`src/rtl/seq_pkg.sv`:
```
// Shared definitions for the serial sequence link (transmitter and detector).
package seq_pkg;

  typedef enum logic [2:0] {
    IDLE,
    PRE,
    DATA,
    PAR,
    GAP
  } seq_state_t;

  localparam logic [3:0] PREAMBLE_1011 = 4'b1011;

  function automatic int unsigned max3(input int unsigned a, input int unsigned b,
                                       input int unsigned c);
    int unsigned m;
    m = (a > b) ? a : b;
    return (m > c) ? m : c;
  endfunction

endpackage

```
`src/rtl/seq_tx_shifter.sv`:
```
// Loadable MSB-first shift register with a bit down-counter; last flags the final bit.
module seq_tx_shifter #(
  parameter int unsigned SH_W = 8,
  parameter int unsigned CW   = 4
) (
  input  logic            clk,
  input  logic            rst,
  input  logic            load,
  input  logic            shift,
  input  logic [SH_W-1:0] load_val,
  input  logic [CW-1:0]   width,
  output logic            cur_bit,
  output logic            last
);

  logic [SH_W-1:0] sr;
  logic [CW-1:0]   cnt;

  always_ff @(posedge clk) begin
    if (rst) begin
      sr  <= '0;
      cnt <= '0;
    end else if (load) begin
      sr  <= load_val;
      cnt <= width - 1'b1;
    end else if (shift) begin
      sr  <= sr << 1;
      cnt <= cnt - 1'b1;
    end
  end

  assign cur_bit = sr[SH_W-1];
  assign last    = (cnt == '0);

endmodule

```
`src/rtl/seq_frame_tx.sv`:
```
// Serial frame transmitter: preamble, payload MSB-first, optional even parity, idle gap.
module seq_frame_tx
  import seq_pkg::*;
#(
  parameter int unsigned      DATA_W     = 8,
  parameter int unsigned      PRE_W      = 4,
  parameter logic [PRE_W-1:0] PREAMBLE   = PREAMBLE_1011,
  parameter bit               PARITY_EN  = 1'b1,
  parameter int unsigned      GAP_CYCLES = 1,
  parameter logic             IDLE_BIT   = 1'b0
) (
  input  logic              clk,
  input  logic              rst,
  input  logic              in_valid,
  input  logic [DATA_W-1:0] in_data,
  output logic              in_ready,
  output logic              out_bit,
  output logic              out_valid,
  output logic              busy,
  output logic              frame_done
);

  localparam int unsigned SH_W = (PRE_W > DATA_W) ? PRE_W : DATA_W;
  localparam int unsigned CW   = $clog2(max3(PRE_W, DATA_W, GAP_CYCLES) + 1);
  localparam logic [CW-1:0] GAP_LOAD = (GAP_CYCLES > 0) ? CW'(GAP_CYCLES - 1) : '0;

  seq_state_t        state, state_n;
  logic [DATA_W-1:0] payload;
  logic              parity;
  logic [CW-1:0]     gap_cnt;
  logic              accept, gap_load;
  logic              sh_load, sh_shift, sh_bit, sh_last;
  logic [SH_W-1:0]   sh_val;
  logic [CW-1:0]     sh_width;
  logic [SH_W-1:0]   pre_al, pay_al;

  // Both phases share one shifter, so each word is left-aligned to its MSB.
  assign pre_al = SH_W'(PREAMBLE) << (SH_W - PRE_W);
  assign pay_al = SH_W'(payload) << (SH_W - DATA_W);

  seq_tx_shifter #(
    .SH_W(SH_W),
    .CW  (CW)
  ) u_shifter (
    .clk     (clk),
    .rst     (rst),
    .load    (sh_load),
    .shift   (sh_shift),
    .load_val(sh_val),
    .width   (sh_width),
    .cur_bit (sh_bit),
    .last    (sh_last)
  );

  always_ff @(posedge clk) begin
    if (rst) begin
      state   <= IDLE;
      payload <= '0;
      parity  <= 1'b0;
      gap_cnt <= '0;
    end else begin
      state <= state_n;
      if (accept) begin
        payload <= in_data;
        parity  <= ^in_data;
      end
      if (gap_load) begin
        gap_cnt <= GAP_LOAD;
      end else if (state == GAP && gap_cnt != '0) begin
        gap_cnt <= gap_cnt - 1'b1;
      end
    end
  end

  always_comb begin
    state_n  = state;
    accept   = 1'b0;
    gap_load = 1'b0;
    sh_load  = 1'b0;
    sh_shift = 1'b0;
    sh_val   = '0;
    sh_width = '0;
    unique case (state)
      IDLE: begin
        if (in_valid) begin
          accept   = 1'b1;
          state_n  = PRE;
          sh_load  = 1'b1;
          sh_val   = pre_al;
          sh_width = CW'(PRE_W);
        end
      end
      PRE: begin
        if (sh_last) begin
          state_n  = DATA;
          sh_load  = 1'b1;
          sh_val   = pay_al;
          sh_width = CW'(DATA_W);
        end else begin
          sh_shift = 1'b1;
        end
      end
      DATA: begin
        if (sh_last) begin
          if (PARITY_EN) begin
            state_n = PAR;
          end else if (GAP_CYCLES > 0) begin
            state_n  = GAP;
            gap_load = 1'b1;
          end else begin
            state_n = IDLE;
          end
        end else begin
          sh_shift = 1'b1;
        end
      end
      PAR: begin
        if (GAP_CYCLES > 0) begin
          state_n  = GAP;
          gap_load = 1'b1;
        end else begin
          state_n = IDLE;
        end
      end
      GAP: begin
        if (gap_cnt == '0) state_n = IDLE;
      end
      default: state_n = IDLE;
    endcase
  end

  assign in_ready   = (state == IDLE);
  assign busy       = (state != IDLE);
  assign out_valid  = (state == PRE) || (state == DATA) || (state == PAR);
  assign out_bit    = (state == PRE || state == DATA) ? sh_bit :
                      (state == PAR)                  ? parity : IDLE_BIT;
  assign frame_done = PARITY_EN ? (state == PAR) : (state == DATA && sh_last);

endmodule

```
`config.mk`:
```
export PLATFORM = sky130hd
export DESIGN_NAME = seq_frame_tx
export DESIGN_NICKNAME = d
export VERILOG_FILES = /design/src/rtl/seq_pkg.sv /design/src/rtl/seq_tx_shifter.sv /design/src/rtl/seq_frame_tx.sv
export SDC_FILE = /design/constraint.sdc
export NUM_CORES = 1
export LEC_CHECK = 0
export CAP_MARGIN = 20
export CORE_MARGIN = 1.5
export CORE_UTILIZATION = 46
export CTS_BUF_LIST = sky130_fd_sc_hd__clkbuf_8
export CTS_CLUSTER_SIZE = 10
export DETAILED_ROUTE_END_ITERATION = 16
export GPL_TIMING_DRIVEN = 0
export PLACE_DENSITY = 0.67
export SLEW_MARGIN = 0
export SYNTH_ARGS = -nofsm -noshare
export SYNTH_HDL_FRONTEND = slang
export SYNTH_HIERARCHICAL = 1
export SYNTH_SLANG_ARGS = --single-unit
```
`constraint.sdc`:
```
create_clock -name clk -period 3.7 [get_ports clk]
set_clock_uncertainty 0.1 [all_clocks]
set_input_delay 0.37 -clock clk [delete_from_list [all_inputs] [get_ports clk]]
set_output_delay 0.37 -clock clk [all_outputs]
set_load 0.02 [all_outputs]
```
======== Yosys cells after proc, flatten, opt, wreduce, memory -nomap -nowiden ========
Index checks and enable logic that the tools add are counted.
operators by class
  muxes and demuxes ....................... 24
  eq/ne operators ......................... 8
  add/sub/neg operators ................... 3
  reduce and logical (&&, ||, !) cells .... 13
operators with widths
  kind                                                    count
  2-to-1 mux 8 bit                                        4
  one-hot mux 8 bit (2 select lines)                      1
  2-to-1 mux 3 bit                                        5
  one-hot mux 3 bit (5 select lines)                      1
  2-to-1 mux 4 bit                                        3
  subtractor 4 x 1 -> 4 bit (second input constant)       3
  logical NOT 4 bit                                       2
  2-to-1 mux 1 bit                                        8
  one-hot mux 4 bit (2 select lines)                      1
  parity 8 bit                                            1
  == test 3 x 2 -> 1 bit (second input constant)          2
  inequality test 2 bit (second input constant)           3
  AND reduction 4 bit                                     1
  nonzero test 4 bit                                      1
  OR reduction 2 bit                                      2
  == test 3 x 1 -> 1 bit (second input constant)          1
  == test 3 bit (second input constant)                   1
  logical NOT 3 bit                                       1
  nonzero test 3 bit                                      1
  logical OR 1 bit                                        2
  inequality test 2 x 1 -> 1 bit (second input constant)  1
  one-hot mux 1 bit (2 select lines)                      1
  nonzero test 2 bit                                      1
  logical AND 1 bit                                       1
word-level totals
  output and inout port bits .............. 5
  word-level logic and storage cells ...... 54
  bits of input ports ..................... 11
  flip-flop bits (word level) ............. 28

======== Logic depth before layout (Yosys ltp) ========
  depth in word-level cells ............... 5
  gate-level depth with buffers ........... 11
  depth with buffers taken out ............ 9

======== Modules after synthesis ========
The synthesis kept the hierarchy.
by module, submodules not included
  module          times used  cells each  area an instance (um^2)
  seq_frame_tx    1           111         879.6
  seq_tx_shifter  1           62          623.1

======== Worst setup path before layout ========
No wires, ideal clock.
  path kind ............................... flip-flop to flip-flop
  start point ............................. register u_shifter.cnt[0]
  end point ............................... register u_shifter.cnt[2]
  stages on the path, launching flop included .. 12
  period minus slack after synthesis ...... 2611 ps
  slack ................................... 1089 ps
  path buffers ............................ 2
  arrival time ............................ 2425 ps
  setup time .............................. 86 ps
  cell sequence ........................... dfxtp_1 nor4_1 nand2_1 nor3_2 nand2b_1 buf_6 buf_2 mux2i_1 ha_1 and3b_1 nor3_1 a211oi_1
on the way
  word-level cells in the longest chain between the ends .. 4
ends and longest elaborated chain
  what                                                           RTL line              text
  start, declared                                                seq_tx_shifter.sv:17  logic [CW-1:0] cnt;
  start signal, assigned                                         seq_tx_shifter.sv:25  cnt <= width - 1'b1;
  start signal, assigned                                         seq_tx_shifter.sv:28  cnt <= cnt - 1'b1;
  logical NOT 4 bit (*)                                          seq_tx_shifter.sv:33  assign last = (cnt == '0);
  named net sh_last                                              seq_frame_tx.sv:32    logic sh_load, sh_shift, sh_bit, sh_last;
  2-to-1 mux 1 bit (*)                                           seq_frame_tx.sv:94    if (sh_last) begin
  one-hot mux 1 bit (2 select lines) (*)                         seq_frame_tx.sv:83    unique case (state)
  named net sh_load                                              seq_frame_tx.sv:32
  2-to-1 mux 4 bit / nonzero test 2 bit (equally long branches)  -
Mark *: on every way through the listed nets, which the timed path passes. The rest lies on a longest branch. The select of a mux whose other input is x is not followed.
A chain may end at the register's enable or synchronous reset.

======== Final worst setup path ========
Same ends and word-level chain as after synthesis.

==> results.py <==
metrics = {
    "status": {
        "outcome": "completed",
    },
    "power": {
        "power_density_nw_per_um2": 610,
        "power.share.switching": 0.377,
        "p_leak_nw": 0.713,
        "peakVddDrop_mv": 0.246,
        "p_switching_uw": 405,
        "p_comb_frac": 0.488,
        "seq_power_share": 0.359,
        "p_int_uw": 669,
        "power_frac_clock": 0.153,
    },
    "clock_tree": {
        "clk_latency_ps": 270,
        "htree_levels": 1,
        "cts_tree": "done",
        "root_buffer": "clkbuf_8",
        "clockBufferDepth": 2,
        "cts_setup_buffers": 0,
        "numCtsBuffers": 3,
        "cts.clk_slew.worst_paths_ps": 90,
        "cts_resized": 0,
        "cts_num_sinks": 28,
        "ctsHoldBuffers": 0,
    },
    "worst_hold_path": {
        "min_from": "pay_al[2]$_SDFFE_PP0N_",
        "hold_path.class": "reg -> reg",
    },
    "detailed_routing": {
        "wl_per_cell_um": 11.7,
        "drtIter0Drc": 59,
        "via_per_inst": 4.87,
        "routed_wirelength_mm": 2.78,
        "num_vias": 1159,
        "first_pass_iters": 4,
        "antenna_left": 0,
        "drc": 0,
    },
    "layout": {
        "syn2layout_area_growth_pct": 17.2,
        "antennaDiodeCount": 0,
        "drive_above_1_share": 0.0928,
        "final_cell_area_um2": 1760,
        "nets": 209,
        "nFillCells": 301,
    },
    "worst_setup_path": {
        "startpoint_type": "flip-flop",
        "r2r-start": "u_shifter/cnt[0]$_SDFFE_PP0P_",
        "crit_type": "reg -> reg",
        "arrival_ps": 3260,
        "cp-startpoint": "u_shifter/cnt[0]$_SDFFE_PP0P_",
        "ff2ff_setup_slack_ps": 530,
        "critPathRequiredTime_ps": 3790,
        "endpoint_kind": "flip-flop",
        "cp_max_fo": 10,
    },
    "timing": {
        "hold_viol": 0,
        "slew_viol_final": 0,
        "period_share": 0.857,
        "final-setup-viol-count": 0,
        "clock.fmax_ghz": 0.315,
        "max_slew_margin": 0.597,
        "finalSetupTns_ps": 0,
        "rsz0062_at_grt": "false",
        "period_needed_ps": 3170,
        "tightestPinTransition_ps": 601,
        "whs_ps": 355,
    },
    "floorplanning": {
        "io_pins": 16,
        "die_y_um": 60.2,
        "die_x_um": 60.2,
        "start_util": 0.488,
        "core_area_um2": 3080,
        "die_area_um2": 3620,
        "fp-row-count": 20,
    },
    "global_routing": {
        "grt_pass1_wl_mm": 4.87,
        "antenna_found_initial": 0,
        "grt_overflow": 0,
        "grt_max_degree": 15,
        "grt_pass1_vias": 1192,
        "globalRouteTotalUtil": 0.178,
    },
    "yosys": {
        "yosys_warnings": 6,
        "ys.flop_type": "dfxtp_1",
        "netlist_instances": 173,
        "synth.distinct_cells": 38,
        "ys_ff_latch": 28,
        "netlist_area_um2": 1500,
        "synth_edf_count": 0,
        "synth_area_per_cell_um2": 8.69,
        "async_flop_share": 0,
        "seq_area_frac_synth": 0.373,
    },
    "place": {
        "routabilityCongestion": 0.765,
        "detailed_place_hpwl_mm": 2.09,
        "portBuffers": 15,
        "placed_cell_area_um2": 1720,
    },
    "flow_run": {
        "drv_cap": 0,
    },
}
synth_stat cells (2+ instances only):
master / count / area share
buf_6: 3 / 0.022
ha_1: 2 / 0.017
clkbuf_1: 4 / 0.010
nand2_1: 25 / 0.062
a211oi_1: 3 / 0.015
inv_1: 7 / 0.017
mux2i_1: 13 / 0.087
xnor2_1: 9 / 0.052
nor4_1: 2 / 0.0083
buf_2: 4 / 0.013
nand3_1: 2 / 0.0067
mux2_1: 7 / 0.052
or3_1: 2 / 0.0083
nor3b_1: 2 / 0.010
and2_1: 5 / 0.021
nor2_1: 21 / 0.052
nand2b_1: 2 / 0.0083
dfxtp_1: 28 / 0.37
nor3_1: 2 / 0.0067
a21oi_1: 12 / 0.040
kinds of logic (layout without fill, tap and decap cells):
| logic type | Yosys count | count (layout) | synth area share |
|---|---|---|---|
| compound gates | 21 | 21 | 0.0983 |
| xor+xnor | 10 | 10 | 0.0583 |
| fa+ha+maj | 2 | 2 | 0.0167 |
| buf+inv | 18 | 36 | 0.0633 |
| flops | 28 | 28 | 0.373 |
| mux | 21 | 21 | 0.147 |
| other cells | 1 | 4 | 0.00250 |
| simple gates | 72 | 72 | 0.241 |
sequential cells by signal, indices dropped and copies added (netlist names):
signal	cells
pay_al	8
u_shifter/sr	8
gap_cnt	4
u_shifter/cnt	4
state	3
parity	1
area by class of cell:
class,count,area (um2),share of cell area
Tap cell,44,55.1,0.0313
Buffer,11,68.8,0.0391
Timing Repair Buffer,15,150,0.0853
Multi-Input combinational cell,130,858,0.488
Clock buffer,3,41.3,0.0235
Inverter,7,26.3,0.0149
Sequential cell,28,561,0.318
layer usage:
layer	track usage	vias to the layer above	part of all wire
met4	0.0667	0	0.013
met1	0.218	524	0.48
met5	0	-	0
met3	0.0281	5	0.024
met2	0.311	13	0.48
li1	-	617	-
worst paths after layout:
path | depth (start not counted) | endpoint
worst max-delay path | 11 | u_shifter/cnt[2]$_SDFFE_PP0P_
worst min-delay path | 2 | pay_al[2]$_SDFFE_PP0N_
worst min register to register | 2 | pay_al[2]$_SDFFE_PP0N_
worst max register to register | 11 | u_shifter/cnt[2]$_SDFFE_PP0P_
critical path, stage by stage (launching register included):
cell and delay [ps]:
dfxtp_1 350, nor4_1 500, nand2_1 200, nor3_2 490, nand2b_1 200, buf_6 140, buf_2 280, mux2i_1 230
ha_1 210, and3b_1 160, nor3_1 40, a211oi_1 190
cell usage in the layout, fill, tap and decap left out, types with 5 or more instances in the layout:
| cell | count |
|---|---|
| and2_1 | 5 |
| inv_1 | 7 |
| mux2i_1 | 13 |
| xnor2_1 | 9 |
| nand2_1 | 25 |
| nor2_1 | 21 |
| mux2_1 | 7 |
| clkdlybuf4s50_1 | 15 |
| a21oi_1 | 12 |
| dfxtp_1 | 28 |
power by group through the flow:
stage / combinational [mW] / clock, mW / sequential [mW]
after global routing: 0.586 / 0.177 / 0.392
after detailed placement: 0.526 / 0 / 0.393
after floorplan: 0.406 / 0 / 0.383
after global placement: 0.514 / 0 / 0.389
after CTS: 0.528 / 0.168 / 0.386
final: 0.524 / 0.165 / 0.385
per-stage QoR:
stage	total power [mW]	utilization	instances	worst slack, ps
3_3_place_gp	0.903	0.559	235	613
6_report	1.07	0.572	238	529
3_5_place_dp	0.919	0.559	235	508
2_1_floorplan	0.789	-	176	1090
4_1_cts	1.08	0.572	238	476
5_1_grt	1.16	0.572	238	145
Power figures use the tool's default switching activity.
